<file path="src/rtl/uart_tx_if.sv">
// TX-side connection between the APB register block and the serial transmitter:
// latched configuration, the start request level, and busy/done status.
interface uart_tx_if;
  logic [31:0] tx_data_i;
  logic [1:0]  data_bit_num_i;
  logic        stop_bit_num_i;
  logic        parity_en_i;
  logic        parity_type_i;
  logic        start_tx_i;
  logic        tx_busy_o;
  logic        tx_done_o;

  modport master (
    output tx_data_i, data_bit_num_i, stop_bit_num_i, parity_en_i, parity_type_i, start_tx_i,
    input  tx_busy_o, tx_done_o
  );

  modport slave (
    input  tx_data_i, data_bit_num_i, stop_bit_num_i, parity_en_i, parity_type_i, start_tx_i,
    output tx_busy_o, tx_done_o
  );
endinterface

</file>
<file path="src/rtl/uart_tx.sv">
// UART serial transmitter: one start bit, 5..8 data bits LSB first, optional
// even/odd parity, 1 or 2 stop bits. tx_o is registered and idles high.
module uart_tx #(
  parameter int unsigned BAUD_DIV = 434
) (
  input  logic     clk,
  input  logic     reset,
  uart_tx_if.slave bus,
  output logic     tx_o
);

  localparam int unsigned CW = (BAUD_DIV > 1) ? $clog2(BAUD_DIV) : 1;
  localparam logic [CW-1:0] BAUD_LAST = CW'(BAUD_DIV - 1);

  typedef enum logic [2:0] {IDLE, START, DATA, PARITY, STOP} state_t;

  state_t        state, state_n;
  logic [CW-1:0] baud_cnt, baud_cnt_n;
  logic [2:0]    bit_cnt, bit_cnt_n;
  logic          start_prev;
  logic          start_req;
  logic          accept, finish;
  logic          tx_next;
  logic          done_q, done_n;

  logic [7:0]    sh_data;
  logic [1:0]    sh_bits;
  logic          sh_stop2;
  logic          sh_pen;
  logic          sh_odd;

  logic          baud_last;
  logic [2:0]    last_bit;
  logic [7:0]    data_mask;
  logic          parity_bit;

  logic          unused_hi;
  assign unused_hi = ^bus.tx_data_i[31:8];

  assign start_req = bus.start_tx_i & ~start_prev;
  assign baud_last = (baud_cnt == BAUD_LAST);
  assign last_bit  = 3'd4 + {1'b0, sh_bits};

  always_comb begin
    data_mask = 8'hFF;
    case (sh_bits)
      2'd0:    data_mask = 8'h1F;
      2'd1:    data_mask = 8'h3F;
      2'd2:    data_mask = 8'h7F;
      default: data_mask = 8'hFF;
    endcase
  end

  // Untransmitted high bits are masked out so they never enter the parity.
  assign parity_bit = (^(sh_data & data_mask)) ^ sh_odd;

  always_ff @(posedge clk) begin
    if (reset) begin
      state      <= IDLE;
      baud_cnt   <= '0;
      bit_cnt    <= '0;
      start_prev <= 1'b1;
      tx_o       <= 1'b1;
      done_q     <= 1'b0;
      sh_data    <= '0;
      sh_bits    <= '0;
      sh_stop2   <= 1'b0;
      sh_pen     <= 1'b0;
      sh_odd     <= 1'b0;
    end else begin
      state      <= state_n;
      baud_cnt   <= baud_cnt_n;
      bit_cnt    <= bit_cnt_n;
      start_prev <= bus.start_tx_i;
      tx_o       <= tx_next;
      done_q     <= done_n;
      if (accept) begin
        sh_data  <= bus.tx_data_i[7:0];
        sh_bits  <= bus.data_bit_num_i;
        sh_stop2 <= bus.stop_bit_num_i;
        sh_pen   <= bus.parity_en_i;
        sh_odd   <= bus.parity_type_i;
      end
    end
  end

  // In STOP the bit counter distinguishes the first and second stop bit.
  always_comb begin
    state_n    = state;
    baud_cnt_n = baud_cnt;
    bit_cnt_n  = bit_cnt;
    accept     = 1'b0;
    finish     = 1'b0;
    case (state)
      IDLE: begin
        if (start_req) begin
          state_n    = START;
          baud_cnt_n = '0;
          bit_cnt_n  = '0;
          accept     = 1'b1;
        end
      end
      START: begin
        if (baud_last) begin
          state_n    = DATA;
          baud_cnt_n = '0;
          bit_cnt_n  = '0;
        end else begin
          baud_cnt_n = baud_cnt + CW'(1);
        end
      end
      DATA: begin
        if (baud_last) begin
          baud_cnt_n = '0;
          if (bit_cnt == last_bit) begin
            bit_cnt_n = '0;
            state_n   = sh_pen ? PARITY : STOP;
          end else begin
            bit_cnt_n = bit_cnt + 3'd1;
          end
        end else begin
          baud_cnt_n = baud_cnt + CW'(1);
        end
      end
      PARITY: begin
        if (baud_last) begin
          state_n    = STOP;
          baud_cnt_n = '0;
          bit_cnt_n  = '0;
        end else begin
          baud_cnt_n = baud_cnt + CW'(1);
        end
      end
      STOP: begin
        if (baud_last) begin
          baud_cnt_n = '0;
          if (sh_stop2 && (bit_cnt == 3'd0)) begin
            bit_cnt_n = 3'd1;
          end else begin
            bit_cnt_n = '0;
            state_n   = IDLE;
            finish    = 1'b1;
          end
        end else begin
          baud_cnt_n = baud_cnt + CW'(1);
        end
      end
      default: begin
        state_n    = IDLE;
        baud_cnt_n = '0;
        bit_cnt_n  = '0;
      end
    endcase
  end

  // Line level is derived from the next state so tx_o changes with the state.
  always_comb begin
    tx_next = 1'b1;
    done_n  = done_q;
    case (state_n)
      IDLE:    tx_next = 1'b1;
      START:   tx_next = 1'b0;
      DATA:    tx_next = sh_data[bit_cnt_n];
      PARITY:  tx_next = parity_bit;
      STOP:    tx_next = 1'b1;
      default: tx_next = 1'b1;
    endcase
    if (accept) done_n = 1'b0;
    if (finish) done_n = 1'b1;
  end

  assign bus.tx_busy_o = (state != IDLE);
  assign bus.tx_done_o = done_q;

endmodule

</file>
<file path="src/flat_wrapper.sv">
// flat-port wrapper written by rule: the top's interface ports become plain ports
module uart_tx_flat 
#(
  parameter int unsigned BAUD_DIV = 434
)
  (clk, reset, tx_o, bus_tx_data_i, bus_data_bit_num_i, bus_stop_bit_num_i, bus_parity_en_i, bus_parity_type_i, bus_start_tx_i, bus_tx_busy_o, bus_tx_done_o);
  uart_tx_if bus_i ();
  input  logic clk;
  input  logic reset;
  output logic tx_o;
  input wire logic [$bits(bus_i.tx_data_i)-1:0] bus_tx_data_i;
  input wire logic [$bits(bus_i.data_bit_num_i)-1:0] bus_data_bit_num_i;
  input wire logic [$bits(bus_i.stop_bit_num_i)-1:0] bus_stop_bit_num_i;
  input wire logic [$bits(bus_i.parity_en_i)-1:0] bus_parity_en_i;
  input wire logic [$bits(bus_i.parity_type_i)-1:0] bus_parity_type_i;
  input wire logic [$bits(bus_i.start_tx_i)-1:0] bus_start_tx_i;
  output wire logic [$bits(bus_i.tx_busy_o)-1:0] bus_tx_busy_o;
  output wire logic [$bits(bus_i.tx_done_o)-1:0] bus_tx_done_o;
  assign bus_i.tx_data_i = bus_tx_data_i;
  assign bus_i.data_bit_num_i = bus_data_bit_num_i;
  assign bus_i.stop_bit_num_i = bus_stop_bit_num_i;
  assign bus_i.parity_en_i = bus_parity_en_i;
  assign bus_i.parity_type_i = bus_parity_type_i;
  assign bus_i.start_tx_i = bus_start_tx_i;
  assign bus_tx_busy_o = bus_i.tx_busy_o;
  assign bus_tx_done_o = bus_i.tx_done_o;
  uart_tx #(.BAUD_DIV(BAUD_DIV)) u_core (.clk(clk), .reset(reset), .bus(bus_i), .tx_o(tx_o));
endmodule
</file>
<file path="config.mk">
export PLATFORM = sky130hd
export DESIGN_NAME = uart_tx_flat
export DESIGN_NICKNAME = d
export VERILOG_FILES = /design/src/rtl/uart_tx_if.sv /design/src/rtl/uart_tx.sv /design/src/flat_wrapper.sv
export SDC_FILE = /design/constraint.sdc
export NUM_CORES = 1
export LEC_CHECK = 0
export BUFFER_PORTS_ARGS = -buffer_cell sky130_fd_sc_hd__buf_4
export CAP_MARGIN = 20
export CORE_MARGIN = 5
export CORE_UTILIZATION = 47
export CTS_CLUSTER_DIAMETER = 30
export DETAILED_ROUTE_END_ITERATION = 16
export MAX_ROUTING_LAYER = met4
export PLACE_DENSITY_LB_ADDON = 0.12
export SLEW_MARGIN = 20
export SYNTH_ARGS = -nofsm -noshare
export SYNTH_HDL_FRONTEND = slang
export SYNTH_SLANG_ARGS = --single-unit
export TNS_END_PERCENT = 10
</file>
<file path="constraint.sdc">
create_clock -name clk -period 2.4 [get_ports clk]
set_clock_uncertainty 0.1 [all_clocks]
set_input_delay 0.24 -clock clk [delete_from_list [all_inputs] [get_ports clk]]
set_output_delay 0.24 -clock clk [all_outputs]
set_load 0.01 [all_outputs]
</file>
* Word-level counts from Yosys, hierarchy flattened *
Index checks and enable logic that the tools add are counted.

word-level totals
  register bits after elaboration = 31
  latch bits = 0
  memory bits (writable) = 0
  memory bits (read-only) = 0
  memories = 0

operators by class
  $add $sub $neg = 3
  $mul = 0
  div/mod/pow operators = 0
  $lt $le $gt $ge = 1
  eq/ne operators = 12
  shift operators = 0
  multiplexer cells = 30
  bitwise logic cells = 4
  reductions and logical operators = 9

operator list
  kind                                                                   count
  3-bit two-way mux                                                      13
  8-bit case mux with 3 select lines                                     1
  9-bit two-way mux                                                      2
  9-bit case mux with 2 select lines                                     1
  3-bit case mux with 5 select lines                                     1
  3-bit by 2-bit equality test with 1-bit output, second input constant  4
  3-bit case mux with 4 select lines                                     1
  9-bit by 1-bit adder with 9-bit output, second input constant          1
  9-bit equality test, second input constant                             1
  1-bit two-way mux                                                      9
  8-bit bitwise AND                                                      1
  8-bit parity                                                           1
  3-bit by 1-bit equality test with 1-bit output, second input constant  2
  3-bit zero test                                                        2
  3-bit by 4-bit < comparator with 1-bit output, second input constant   1
  4-bit OR reduction                                                     1
  3-bit by 1-bit adder with 3-bit output, second input constant          1
  3-bit by 2-bit adder with 3-bit output, first input constant           1
  1-bit binary-select mux with 3-bit select                              1
  3-bit equality test                                                    1
  3-bit equality test, second input constant                             1
  1-bit case mux with 3 select lines                                     1
  3-bit nonzero test                                                     1
  2-bit by 1-bit equality test with 1-bit output, second input constant  1
  other kinds (9)                                                        9

* Depth between registers and ports, before layout *
Gate-level depths: netlist (run 1).

  word-level depth = 8
  mapped depth = 10

* Worst setup path after synthesis (run 1) *
OpenSTA, ideal clock, no wires.

  path type = register to register
  start point = register u_core.baud_cnt[1]
  end point = register u_core.tx_o
  setup time = 0.116 ns
  data arrival time = 2.042 ns
  data required time = 2.184 ns
  slack = 0.141 ns
  stages on the path, launching flop included = 10
  buffers on the path = 0
  period minus slack after synthesis = 2.259 ns
  cell sequence = dfxtp_1 > inv_1 > ha_1 > and4b_4 > a311oi_1 > o21a_1 > or2_2 > o211ai_1 > a2111o_1 > o211a_1

on the way
  cells in the longest elaborated chain, start to end = 6

ends and longest elaborated chain
  what                                         line            text
  start: declaration                           uart_tx.sv:18   logic [CW-1:0] baud_cnt, baud_cnt_n;
  start signal: assignment                     uart_tx.sv:72   baud_cnt <= baud_cnt_n;
  9-bit equality test *                        uart_tx.sv:41   assign baud_last = (baud_cnt == BAUD_LAST);
  3-bit two-way mux, on equally long branches  --
  3-bit case mux with 4 select lines           uart_tx.sv:94   case (state)
  1-bit binary-select mux with 3-bit select    uart_tx.sv:163  DATA: tx_next = sh_data[bit_cnt_n];
  1-bit two-way mux (not written as such)      uart_tx.sv:163
  1-bit case mux with 3 select lines *         uart_tx.sv:160  case (state_n)
  end signal: assignment                       uart_tx.sv:75   tx_o <= tx_next;
  end: declaration                             uart_tx.sv:9    output logic tx_o

Every way passes the cells marked *; elsewhere a longest branch is shown, timed or not. The select of a mux whose other input is x is not followed.
A chain may end at the register's enable or synchronous reset.

* Worst setup path in the final report (run 1) *
  start point = input bus_start_tx_i
  end point = register u_core.tx_o

on the way
  cells in the longest elaborated chain, start to end = 6

ends and longest elaborated chain
  what                                       line                text
  start: declaration                         flat_wrapper.sv:16  input wire logic [$bits(bus_i.start_tx_i)-1:0] bus_start_tx_i;
  1-bit bitwise AND *                        uart_tx.sv:40       assign start_req = bus.start_tx_i & ~start_prev;
  3-bit two-way mux                          uart_tx.sv:96       if (start_req) begin
  3-bit case mux with 4 select lines         uart_tx.sv:94
  1-bit binary-select mux with 3-bit select  uart_tx.sv:163
  1-bit two-way mux (not written as such)    uart_tx.sv:163
  1-bit case mux with 3 select lines *       uart_tx.sv:160

Marked as above.

==> impl_summary.log, run 1 <==
INFO  metric run_status = completed
INFO  metric report.final.slew_viol_count = 0
INFO  metric syn_avg_cell_area = 7.96 sq um
INFO  metric hpwlAfterDp = 2.80 mm
INFO  metric die_y = 69.5 um
INFO  metric synth_cells = 209
INFO  metric hold_path_startpoint = bus_tx_data_i[7]
INFO  metric numCtsBuffers = 5
INFO  metric grt_pass1_vias = 1510
INFO  metric combPwrFrac = 15.9%
INFO  metric final_antenna_violating_net_count = 0
INFO  metric crit_path_max_incr_delay = 540 ps
INFO  metric timing.critical_path.slowest_stage_cell = sky130_fd_sc_hd__dlygate4sd3_1
INFO  metric path_buf_inv = 2
INFO  metric filler_cell_count = 319
INFO  metric detailedRoute.firstIterationViolations = 154
INFO  metric grt_setup_unrepaired = false
INFO  metric floorplan.initialDensity = 49.1%
INFO  metric synthMostInstantiatedCell = sky130_fd_sc_hd__nand2_1
INFO  metric max_slew_margin = 69.7%
INFO  metric grt_first_pass_wirelength = 6.60 mm
INFO  metric net-switching-power = 0.000272 W
INFO  metric critical_path.startpoint_type = input port
INFO  metric drt-pass1-iter-count = 4
INFO  metric cp_cell_sequence = dlygate4sd3_1 > buf_4 > nor4b_2 > a311oi_2 > or2_4 > a22o_1 > o211ai_1 > a2111o_1 > o211a_1
INFO  metric power_frac_seq = 55.1%
INFO  metric ys_top_cells_by_area = sky130_fd_sc_hd__dfxtp_1 37%, sky130_fd_sc_hd__nand2_1 8.8%, sky130_fd_sc_hd__a21oi_1 6.3%
INFO  metric global_route_total_overflow = 0
INFO  metric period_needed = 2280 ps
INFO  metric synth.ff_latch_count = 31
INFO  metric area_inside_the_core_boundary = 0.00339 sq mm
INFO  metric ctsHtreeMaxLevel = 2
INFO  metric cts_root_buf = sky130_fd_sc_hd__clkbuf_4
INFO  metric worstPathMaxFanout = 3
INFO  metric finish.net_count = 279
INFO  metric critical_path_class = in2reg
INFO  metric critPathTopFamily = compound AO/OA/AOI/OAI gates
INFO  metric finalWeightedCongestion = 0.870
INFO  metric ys_seq_area_share = 37.3%
INFO  metric p_leak = 0.719 nW
INFO  metric synth.net_count = 253
INFO  metric via_count = 1546
INFO  metric drv.max_cap_violation_count = 0
INFO  metric design_power = 0.000999 W
INFO  metric critPathCaptureType = register
INFO  metric setup.worst_path.start = bus_start_tx_i
INFO  metric port-buffer-count = 18
INFO  metric place_worst_setup_slack = 58.6 ps
INFO  metric timing.setup.tns = 0 ps
INFO  metric clock-sinks = 31
INFO  metric netlist.area_leader.share = 37.3%
INFO  metric post_synthesis_async_set_or_reset_flop_share = 0%
INFO  metric timing.final.ws_setup = 117 ps
INFO  metric wire_per_inst = 13.5 um
INFO  metric rows = 21
INFO  metric arrival_time_reported_for_the_critical_path_endpoint = 2410 ps
INFO  metric dieArea = 0.00483 sq mm
INFO  metric number_of_antenna_violations_at_the_first_check_in_global_routing = 0
INFO  metric final_min_period_over_clock_period = 95.1%
INFO  metric synthTopCellsByCount = 39 x sky130_fd_sc_hd__nand2_1, 31 x sky130_fd_sc_hd__dfxtp_1, 21 x sky130_fd_sc_hd__a21oi_1, 20 x sky130_fd_sc_hd__nor2_1
INFO  metric fmax = 0.438 GHz
INFO  metric synth-edff-count = 0
INFO  metric avgViaCountPerCell = 5.48
INFO  metric chipWidth = 69.5 um
INFO  metric cell_internal_pwr = 0.000727 W
INFO  metric min_path_type = in2reg
INFO  metric max-clock-path-buffers = 2
INFO  metric hold_violations = 0
INFO  metric flow.area_growth_from_synthesis = 19.3%
INFO  metric yosys_warnings = 0
INFO  metric top_level_i_o_count = 43
INFO  metric ys_types = 45
INFO  metric layout-drive-gt1-share = 22.5%
INFO  metric rr_startpoint = u_core.state[1]
INFO  metric tightest_slew = 450 ps
INFO  metric clockPowerShare = 29.0%
INFO  metric switching_power_share_of_the_total = 27.2%
INFO  metric clock_latency_on_the_worst_skew_pair = 330 ps
INFO  metric power_per_cell_area = 503 mW/mm^2
INFO  metric grt.total_usage = 16.9%
INFO  metric diodes = 0
INFO  metric synth.cell_area = 0.00166 sq mm
INFO  metric ys_dominant_reg_cell = sky130_fd_sc_hd__dfxtp_1
INFO  metric worst-endpoint-required = 2530 ps
INFO  metric maximum_number_of_pins_on_one_net_before_global_route_repair = 23
INFO  metric worst_ir_drop_vdd = 336 uV
INFO  metric clock_tree_from_tritoncts = yes
INFO  metric multi_input_comb_area = 992 sq um
INFO  metric drc_errors_left = 0
INFO  metric seq_area = 623 sq um
INFO  metric clk_pin_slew_worst_paths = 90 ps
INFO  metric synthDominantAreaCellType = sky130_fd_sc_hd__dfxtp_1
INFO  metric routed_wirelength = 3.80 mm
INFO  metric finalSetupViolCount = 0
INFO  metric r2r_setup_slack = 120 ps
-- repair_timing --
action / in CTS / in global routing
setup endpoints to repair: 0 / 1
resized for setup: 0 / 12
setup buffers: 0 / 1
hold endpoints to repair: 1 / 0
hold buffers: 1 / 0
-- layer usage --
metal / track usage, % / part of all wire [%] / up-vias
li1: - / - / 774
met1: 19.6 / 43 / 720
met2: 28.1 / 50 / 46
met3: 4.78 / 5.5 / 6
met4: 5.21 / 1.1 / 0
met5: - / 0 / -
-- area by class of cell --
| class | instances | area share (%) |
|---|---|---|
| Sequential cell | 31 | 31.4 |
| Inverter | 9 | 1.70 |
| Clock inverter | 1 | 0.252 |
| Clock buffer | 7 | 2.27 |
| Multi-Input combinational cell | 158 | 50.0 |
| Tap cell | 46 | 2.90 |
| Timing Repair Buffer | 30 | 11.5 |
-- power by group through the flow --
| stage | sequential, W | combinational (W) | clock (W) |
|---|---|---|---|
| 2_1_floorplan | 0.000559 | 0.0000995 | 0 |
| 3_3_place_gp | 0.000560 | 0.000152 | 0 |
| 3_5_place_dp | 0.000561 | 0.000155 | 0 |
| 4_1_cts | 0.000549 | 0.000157 | 0.000302 |
| 5_1_grt | 0.000553 | 0.000176 | 0.000322 |
| 6_report | 0.000550 | 0.000159 | 0.000290 |
-- sequential cells by signal (all words and copies together) (netlist names), 2 cells and up --
| name | count |
|---|---|
| u_core.baud_cnt | 9 |
| u_core.sh_bits | 2 |
| u_core.sh_data | 8 |
| u_core.state | 3 |
| u_core.bit_cnt | 3 |
-- kinds of logic after synthesis --
| logic type | share of synthesized area, % |
|---|---|
| DFF | 37.3 |
| AOI/OAI and AO/OA | 18.3 |
| buffers and inverters | 5.12 |
| adders and majority gates | 3.01 |
| xor gates and xnor gates | 8.43 |
| and+or+nand+nor | 27.8 |
-- cell usage in the layout, fill, tap and decap left out, types with 3 or more instances in the layout --
cell type | synthesis | final
sky130_fd_sc_hd__o21ai_0 | 5 | 3
sky130_fd_sc_hd__nand4_1 | 7 | 7
sky130_fd_sc_hd__or2_2 | 3 | 3
sky130_fd_sc_hd__nor2_1 | 20 | 20
sky130_fd_sc_hd__nand2b_1 | 3 | 3
sky130_fd_sc_hd__clkbuf_4 | 0 | 5
sky130_fd_sc_hd__ha_1 | 4 | 4
sky130_fd_sc_hd__dfxtp_1 | 31 | 29
sky130_fd_sc_hd__buf_4 | 0 | 29
sky130_fd_sc_hd__xor2_1 | 7 | 7
sky130_fd_sc_hd__xnor2_1 | 9 | 9
sky130_fd_sc_hd__nand3_1 | 3 | 3
sky130_fd_sc_hd__nand2_1 | 39 | 38
sky130_fd_sc_hd__a21oi_1 | 21 | 21
sky130_fd_sc_hd__inv_1 | 9 | 9
-- per-stage QoR --
| step | hold slack [ps] | util [%] | instances | instance area (sq um) |
|---|---|---|---|---|
| 5_1_grt | 27.1 | 58.5 | 282 | 1980 |
| 4_1_cts | 31.3 | 57.4 | 282 | 1950 |
| 6_report | 48.1 | 58.5 | 282 | 1980 |
| 3_3_place_gp | 344 | 55.7 | 273 | 1890 |
| 3_5_place_dp | 350 | 55.7 | 273 | 1890 |
| 2_1_floorplan | 247 | - | 209 | 1660 |
-- final timing paths --
kind / end / cells after the start
worst max-delay path: u_core.tx_o / 9
worst min-delay path: u_core.sh_data[7] / 3
worst max register to register: u_core.tx_o / 6
worst min register to register: u_core.sh_data[5] / 2
-- worst reg2reg max path, stage by stage, from the launching register on --
cell                       delay (ps)
sky130_fd_sc_hd__dfxtp_1          410
sky130_fd_sc_hd__or3b_1           490
sky130_fd_sc_hd__o32ai_4          340
sky130_fd_sc_hd__or2_2            200
sky130_fd_sc_hd__o211ai_1          90
sky130_fd_sc_hd__a2111o_1         410
sky130_fd_sc_hd__o211a_1          130
(Power assumes the default switching activity.)
==> inputs of run 2 (changes only) <==
--- a/config.mk
+++ b/config.mk
@@ -7,13 +7,12 @@
 export LEC_CHECK = 0
 export BUFFER_PORTS_ARGS = -buffer_cell sky130_fd_sc_hd__buf_4
 export CAP_MARGIN = 20
-export CORE_MARGIN = 5
 export CORE_UTILIZATION = 47
 export CTS_CLUSTER_DIAMETER = 30
 export DETAILED_ROUTE_END_ITERATION = 16
 export MAX_ROUTING_LAYER = met4
 export PLACE_DENSITY_LB_ADDON = 0.12
-export SLEW_MARGIN = 20
+export SLEW_MARGIN = 10
 export SYNTH_ARGS = -nofsm -noshare
 export SYNTH_HDL_FRONTEND = slang
 export SYNTH_SLANG_ARGS = --single-unit
==> impl_summary.log, run 2 (synthesis gave the netlist of run 1 again) <==
INFO  metric combPwrFrac = 16.7% (+0.8 points)
INFO  metric floorplan.initialDensity = 49.4% (+0.38 points)
INFO  metric routed_wirelength = 3.77 mm (-0.79%)
INFO  metric fmax = 0.435 GHz (-0.61%)
INFO  metric p_leak = 0.751 nW (+4.4%)
INFO  metric min_path_type = in2reg
INFO  metric grt_first_pass_wirelength = 6.20 mm (-6.2%)
INFO  metric clock-sinks = 31 (unchanged)
INFO  metric ctsHtreeMaxLevel = 2 (unchanged)
INFO  metric area_inside_the_core_boundary = 0.00336 sq mm (-0.78%)
INFO  metric tightest_slew = 455 ps (+5.32 ps)
INFO  metric cts_root_buf = sky130_fd_sc_hd__clkbuf_4
INFO  metric clockPowerShare = 28.7% (-0.3 points)
INFO  metric fin_area = 0.00204 sq mm (+2.8%)
INFO  metric final_antenna_violating_net_count = 0 (unchanged)
INFO  metric layout-drive-gt1-share = 25.7% (+3.3 points)
INFO  metric drv.max_cap_violation_count = 0 (unchanged)
INFO  metric hpwlAfterDp = 2.81 mm (+0.41%)
INFO  metric worst_ir_drop_vdd = 398 uV (+19%)
INFO  metric worst_hold_end = u_core.sh_data[4]
INFO  metric diodes = 0 (unchanged)
INFO  metric report.final.slew_viol_count = 0 (unchanged)
INFO  metric largest_register_ff_count = 9 (unchanged)
INFO  metric rr_startpoint = u_core.state[0]
INFO  metric power_frac_seq = 54.6% (-0.5 points)
INFO  metric maximum_number_of_pins_on_one_net_before_global_route_repair = 23 (unchanged)
INFO  metric period_needed = 2300 ps (+13.9 ps)
INFO  metric die_y = 61.5 um (-12%)
INFO  metric clk_pin_slew_worst_paths = 100 ps (about the same)
INFO  metric final_min_period_over_clock_period = 95.7% (+0.58 points)
INFO  metric timing.setup.tns = 0 ps (unchanged)
INFO  metric largest-register = u_core.baud_cnt
INFO  metric r2r_end = u_core.tx_o
INFO  metric switching_power_share_of_the_total = 27.4% (+0.19 points)
INFO  metric global_route_total_overflow = 0 (unchanged)
INFO  metric finish.net_count = 284 (+1.8%)
INFO  metric max-clock-path-buffers = 2 (unchanged)
INFO  metric critPathCaptureType = register
INFO  metric arrival_time_reported_for_the_critical_path_endpoint = 2420 ps (about the same)
INFO  metric worst-endpoint-required = 2520 ps (about the same)
INFO  metric rows = 21 (unchanged)
INFO  metric grt.total_usage = 23.8% (+6.9 points)
INFO  metric drc_errors_left = 0 (unchanged)
INFO  metric design_power = 0.00101 W (+0.85%)
INFO  metric via_count = 1566 (+1.3%)
INFO  metric critical_path.startpoint_type = register
INFO  metric port-buffer-count = 18 (unchanged)
INFO  metric holdPathStages = 3 (unchanged)
INFO  metric wire_per_inst = 13.1 um (-2.5%)
INFO  metric reg2reg_depth = 7 (+1)
INFO  metric grt_pass1_vias = 1393 (-7.7%)
INFO  metric final_common_cell = sky130_fd_sc_hd__nand2_1
INFO  metric hold_violations = 0 (unchanged)
INFO  metric r2r_setup_slack = 100 ps (about the same)
INFO  metric numCtsBuffers = 5 (unchanged)
INFO  metric avgViaCountPerCell = 5.46 (-0.47%)
INFO  metric finalSetupViolCount = 0 (unchanged)
INFO  metric top_level_i_o_count = 43 (unchanged)
INFO  metric flow.area_growth_from_synthesis = 22.6%
INFO  metric detailedRoute.firstIterationViolations = 97 (-37%)
INFO  metric finalWeightedCongestion = 0.905 (+4.1%)
INFO  metric run_status = completed
INFO  metric layout_common_cells = 38 x sky130_fd_sc_hd__nand2_1, 34 x sky130_fd_sc_hd__buf_4, 29 x sky130_fd_sc_hd__dfxtp_1, 20 x sky130_fd_sc_hd__nor2_1, 20 x sky130_fd_sc_hd__a21oi_1
INFO  metric dieArea = 0.00378 sq mm (-22%)
INFO  metric clock_tree_from_tritoncts = yes
INFO  metric cell_internal_pwr = 0.000731 W (+0.58%)
INFO  metric postPlaceCellArea = 0.00192 sq mm (+1.6%)
INFO  metric chipWidth = 61.5 um (-12%)
INFO  metric number_of_antenna_violations_at_the_first_check_in_global_routing = 0 (unchanged)
INFO  metric critical_path_class = reg2reg
INFO  metric drt-pass1-iter-count = 4 (unchanged)
INFO  metric worstPathMaxFanout = 5 (+2)
INFO  metric power_per_cell_area = 494 mW/mm^2 (-1.9%)
INFO  metric clock_latency_on_the_worst_skew_pair = 330 ps (about the same)
INFO  metric hold_path_startpoint = bus_tx_data_i[4]
INFO  metric grt_setup_unrepaired = false
INFO  metric net-switching-power = 0.000276 W (+1.6%)
INFO  metric layout_top_registers = u_core.baud_cnt (9), u_core.sh_data (8)
INFO  metric max_slew_margin = 69.5% (-0.24 points)
## run 2: layout make-up
class                      count  area, sq um
inverter                       9         33.8
fill                         355         1320
sequential                    31          623
clock inverter                 1         5.00
tap                           46         57.6
timing repair buffer          35          265
clock buffer                   7         45.0
multi-input combinational    158         1010
## run 2: power groups by stage
stage          sequential (W)  combinational (W)  clock, W
2_1_floorplan        0.000559          0.0000995         0
3_3_place_gp         0.000559           0.000157         0
3_5_place_dp         0.000560           0.000162         0
4_1_cts              0.000548           0.000164  0.000299
5_1_grt              0.000552           0.000187  0.000322
6_report             0.000550           0.000169  0.000289
## run 2: worst max path at each step
stage / to / depth (start not counted) / from / slack, ps
5_1_grt: u_core.tx_o / 11 / u_core.baud_cnt[1] / 7
4_1_cts: u_core.tx_o / 10 / u_core.baud_cnt[1] / 40
3_3_place_gp: u_core.tx_o / 11 / u_core.baud_cnt[1] / 100
6_report: u_core.tx_o / 7 / u_core.state[0] / 100
3_5_place_dp: u_core.tx_o / 11 / u_core.baud_cnt[1] / 90
2_1_floorplan: u_core.tx_o / 9 / u_core.baud_cnt[1] / 140
## run 2: critical path: stages, from the launching register on
cell and delay (ps):
sky130_fd_sc_hd__dfxtp_1 360, sky130_fd_sc_hd__buf_4 170, sky130_fd_sc_hd__or3b_4 390, sky130_fd_sc_hd__o32ai_4 360
sky130_fd_sc_hd__or2_4 190, sky130_fd_sc_hd__o211ai_1 80, sky130_fd_sc_hd__a2111o_1 410, sky130_fd_sc_hd__o211a_1 120
## run 2: metrics by stage
step                      setup slack (ps)  std cells  util, %  hold WS (ps)
final                                  103        287     60.6          44.8
after global routing                  7.41        287     60.6          30.6
after CTS                             41.5        286     58.8          34.0
after detailed placement              86.8        277     57.0           355
after global placement                96.5        277     57.0           345
after floorplan                        141        209        -           247
## run 2: per-layer routing
metal / share of wire, % / vias up / global-route usage [%]
met1: 48 / 737 / 29.1
met2: 46 / 35 / 37.0
li1: - / 787 / -
met3: 3.4 / 7 / 6.30
met5: 0 / - / -
met4: 2.4 / 0 / 9.84
## run 2: timing repair
| item | 4_1_cts | 5_1_grt |
|---|---|---|
| endpoints found under the setup margin | 0 | 1 |
| buffers inserted | 0 | 2 |
| hold buffers | 1 | 0 |
| endpoints found under the hold margin | 1 | 0 |
| resized for setup | 0 | 18 |
==> inputs of run 3 (changes only) <==
--- a/config.mk
+++ b/config.mk
@@ -8,10 +8,11 @@
 export BUFFER_PORTS_ARGS = -buffer_cell sky130_fd_sc_hd__buf_4
 export CAP_MARGIN = 20
 export CORE_UTILIZATION = 47
-export CTS_CLUSTER_DIAMETER = 30
+export CTS_CLUSTER_DIAMETER = 100
 export DETAILED_ROUTE_END_ITERATION = 16
 export MAX_ROUTING_LAYER = met4
 export PLACE_DENSITY_LB_ADDON = 0.12
+export REMOVE_ABC_BUFFERS = 1
 export SLEW_MARGIN = 10
 export SYNTH_ARGS = -nofsm -noshare
 export SYNTH_HDL_FRONTEND = slang
==> impl_summary.log, run 3 (synthesis gave the netlist of run 1 again) <==
INFO  metric run_status = completed
INFO  metric placedCellCount = 277 (unchanged)
INFO  metric switching_power_share_of_the_total = 26.5% (-0.89 points)
INFO  metric finish.net_count = 284 (unchanged)
INFO  metric fmax = 0.436 GHz (+0.20%)
INFO  metric clockPowerShare = 33.6% (+4.9 points)
INFO  metric hold-worst-slack = 38.4 ps (-6.43 ps)
INFO  metric cell_internal_pwr = 0.000788 W (+7.8%)
INFO  metric report.final.slew_viol_count = 0 (unchanged)
INFO  metric hpwlAfterDp = 2.69 mm (-4.3%)
INFO  metric finalSetupViolCount = 0 (unchanged)
INFO  metric port-buffer-count = 18 (unchanged)
INFO  metric critical_path_class = reg2reg
INFO  metric max-clock-path-buffers = 2 (unchanged)
INFO  metric largest-register = u_core.baud_cnt
INFO  metric diodes = 0 (unchanged)
INFO  metric worst-endpoint-required = 2530 ps (about the same)
INFO  metric postPlaceCellArea = 0.00192 sq mm (unchanged)
INFO  metric finalNonFillerCells = 287 (unchanged)
INFO  metric drv.max_cap_violation_count = 0 (unchanged)
INFO  metric top_level_i_o_count = 43 (unchanged)
INFO  metric clk_pin_slew_worst_paths = 110 ps (about the same)
INFO  metric p_leak = 0.750 nW (-0.11%)
INFO  metric detailedRoute.firstIterationViolations = 58 (-40%)
INFO  metric final_min_period_over_clock_period = 95.5% (-0.19 points)
INFO  metric maximum_number_of_pins_on_one_net_before_global_route_repair = 23 (unchanged)
INFO  metric tightest_slew = 429 ps (-25.8 ps)
INFO  metric ctsHtreeMaxLevel = 2 (unchanged)
INFO  metric power_frac_seq = 51.1% (-3.5 points)
INFO  metric power_per_cell_area = 527 mW/mm^2 (+6.6%)
INFO  metric place_worst_setup_slack = 67.0 ps (-19.8 ps)
INFO  metric final_common_cell = sky130_fd_sc_hd__nand2_1
INFO  metric grt_setup_unrepaired = false
INFO  metric worstPathMaxFanout = 8 (+3)
INFO  metric hold_violations = 0 (unchanged)
INFO  metric drt-pass1-iter-count = 4 (unchanged)
INFO  metric floorplan.initialDensity = 49.4% (unchanged)
INFO  metric finalWeightedCongestion = 0.859 (-5.1%)
INFO  metric via_count = 1522 (-2.8%)
INFO  metric routed_wirelength = 3.58 mm (-5.1%)
INFO  metric area_inside_the_core_boundary = 0.00336 sq mm (unchanged)
INFO  metric drc_errors_left = 0 (unchanged)
INFO  metric dieArea = 0.00378 sq mm (unchanged)
INFO  metric grt.total_usage = 21.1% (-2.7 points)
INFO  metric number_of_antenna_violations_at_the_first_check_in_global_routing = 0 (unchanged)
INFO  metric layout-drive-gt1-share = 24.9% (-0.83 points)
INFO  metric combPwrFrac = 15.2% (-1.5 points)
INFO  metric clock_latency_on_the_worst_skew_pair = 340 ps (about the same)
INFO  metric clock-sinks = 31 (unchanged)
INFO  metric avgViaCountPerCell = 5.30 (-2.8%)
INFO  metric max_slew_margin = 71.1% (+1.6 points)
INFO  metric net-switching-power = 0.000285 W (+3.0%)
INFO  metric min_path_type = in2reg
INFO  metric worst_ir_drop_vdd = 250 uV (-37%)
INFO  metric cts_root_buf = sky130_fd_sc_hd__clkbuf_4
INFO  metric critical_path.startpoint_type = register
INFO  metric final_antenna_violating_net_count = 0 (unchanged)
INFO  metric global_route_total_overflow = 0 (unchanged)
INFO  metric fin_area = 0.00204 sq mm (-0.18%)
INFO  metric layout_common_cells = 39 x sky130_fd_sc_hd__nand2_1, 34 x sky130_fd_sc_hd__buf_4, 29 x sky130_fd_sc_hd__dfxtp_1, 21 x sky130_fd_sc_hd__a21oi_1, 20 x sky130_fd_sc_hd__nor2_1
INFO  metric period_needed = 2290 ps (-4.63 ps)
INFO  metric numCtsBuffers = 5 (unchanged)
INFO  metric clock_tree_from_tritoncts = yes
INFO  metric timing.final.ws_setup = 107 ps (+4.63 ps)
INFO  metric grt_first_pass_wirelength = 5.68 mm (-8.4%)
INFO  metric chipWidth = 61.5 um (unchanged)
INFO  metric wire_per_inst = 12.5 um (-5.1%)
INFO  metric layout_top_registers = u_core.baud_cnt (9), u_core.sh_data (8)
INFO  metric rows = 21 (unchanged)
INFO  metric filler_cell_count = 342 (-3.7%)
INFO  metric timing.setup.tns = 0 ps (unchanged)
INFO  metric largest_register_ff_count = 9 (unchanged)
INFO  metric arrival_time_reported_for_the_critical_path_endpoint = 2430 ps (about the same)
INFO  metric grt_pass1_vias = 1358 (-2.5%)
INFO  metric critPathCaptureType = register
INFO  metric die_y = 61.5 um (unchanged)
INFO  metric flow.area_growth_from_synthesis = 22.4%
[run 3: changes by cell type in the layout (fill, tap and decap cells not counted), sizes merged]
cell	change
clkinvlp	+1
clkinv	-1
[run 3: worst paths after layout]
| path | start | endpoint | slack [ps] | cells after the start |
|---|---|---|---|---|
| worst max-delay path | u_core.state[2] | u_core.tx_o | 110 | 6 |
| worst min-delay path | bus_parity_en_i | u_core.sh_pen | 40 | 3 |
| worst max register to register | u_core.state[2] | u_core.tx_o | 110 | 6 |
| worst min register to register | u_core.sh_stop2 | u_core.sh_stop2 | 370 | 2 |
[run 3: through the flow]
stage	power [W]	utilization [%]
2_1_floorplan	0.000647	-
6_report	0.00107	60.5
5_1_grt	0.00113	60.5
3_3_place_gp	0.000714	57.0
3_5_place_dp	0.000720	57.0
4_1_cts	0.00108	59.4
[run 3: area by class of cell]
| cell class | instances | area, sq um | share of cell area (%) |
|---|---|---|---|
| Multi-Input combinational cell | 158 | 983 | 48.3 |
| Sequential cell | 31 | 623 | 30.6 |
| Timing Repair Buffer | 35 | 265 | 13.0 |
| Clock buffer | 7 | 65.1 | 3.20 |
| Tap cell | 46 | 57.6 | 2.83 |
| Inverter | 9 | 33.8 | 1.66 |
| Clock inverter | 1 | 7.51 | 0.369 |
[run 3: power by group through the flow]
stage	combinational, W	sequential (W)	clock [W]
finish	0.000163	0.000548	0.000360
global route	0.000182	0.000552	0.000393
CTS	0.000162	0.000547	0.000370
detailed placement	0.000160	0.000559	0
global placement	0.000156	0.000558	0
floorplan	0.0000841	0.000562	0
[run 3: repair_timing]
action	CTS	global route
hold buffers	1	0
endpoints found under the hold margin	1	0
setup buffers	0	2
gates resized for setup	0	11
endpoints found under the setup margin	0	1
[run 3: per-layer routing]
layer,track usage (%),wire length [um]
met5,-,0
met4,9.52,48
met3,4.41,172
met2,34.1,1730
met1,25.1,1630
[run 3: worst max-delay path, stage by stage, from the launching register on]
cell and delay, ps:
sky130_fd_sc_hd__dfxtp_1 500, sky130_fd_sc_hd__or3b_1 440, sky130_fd_sc_hd__o32ai_4 310, sky130_fd_sc_hd__or2_2 200
sky130_fd_sc_hd__o211ai_1 90, sky130_fd_sc_hd__a2111o_1 420, sky130_fd_sc_hd__o211a_1 130
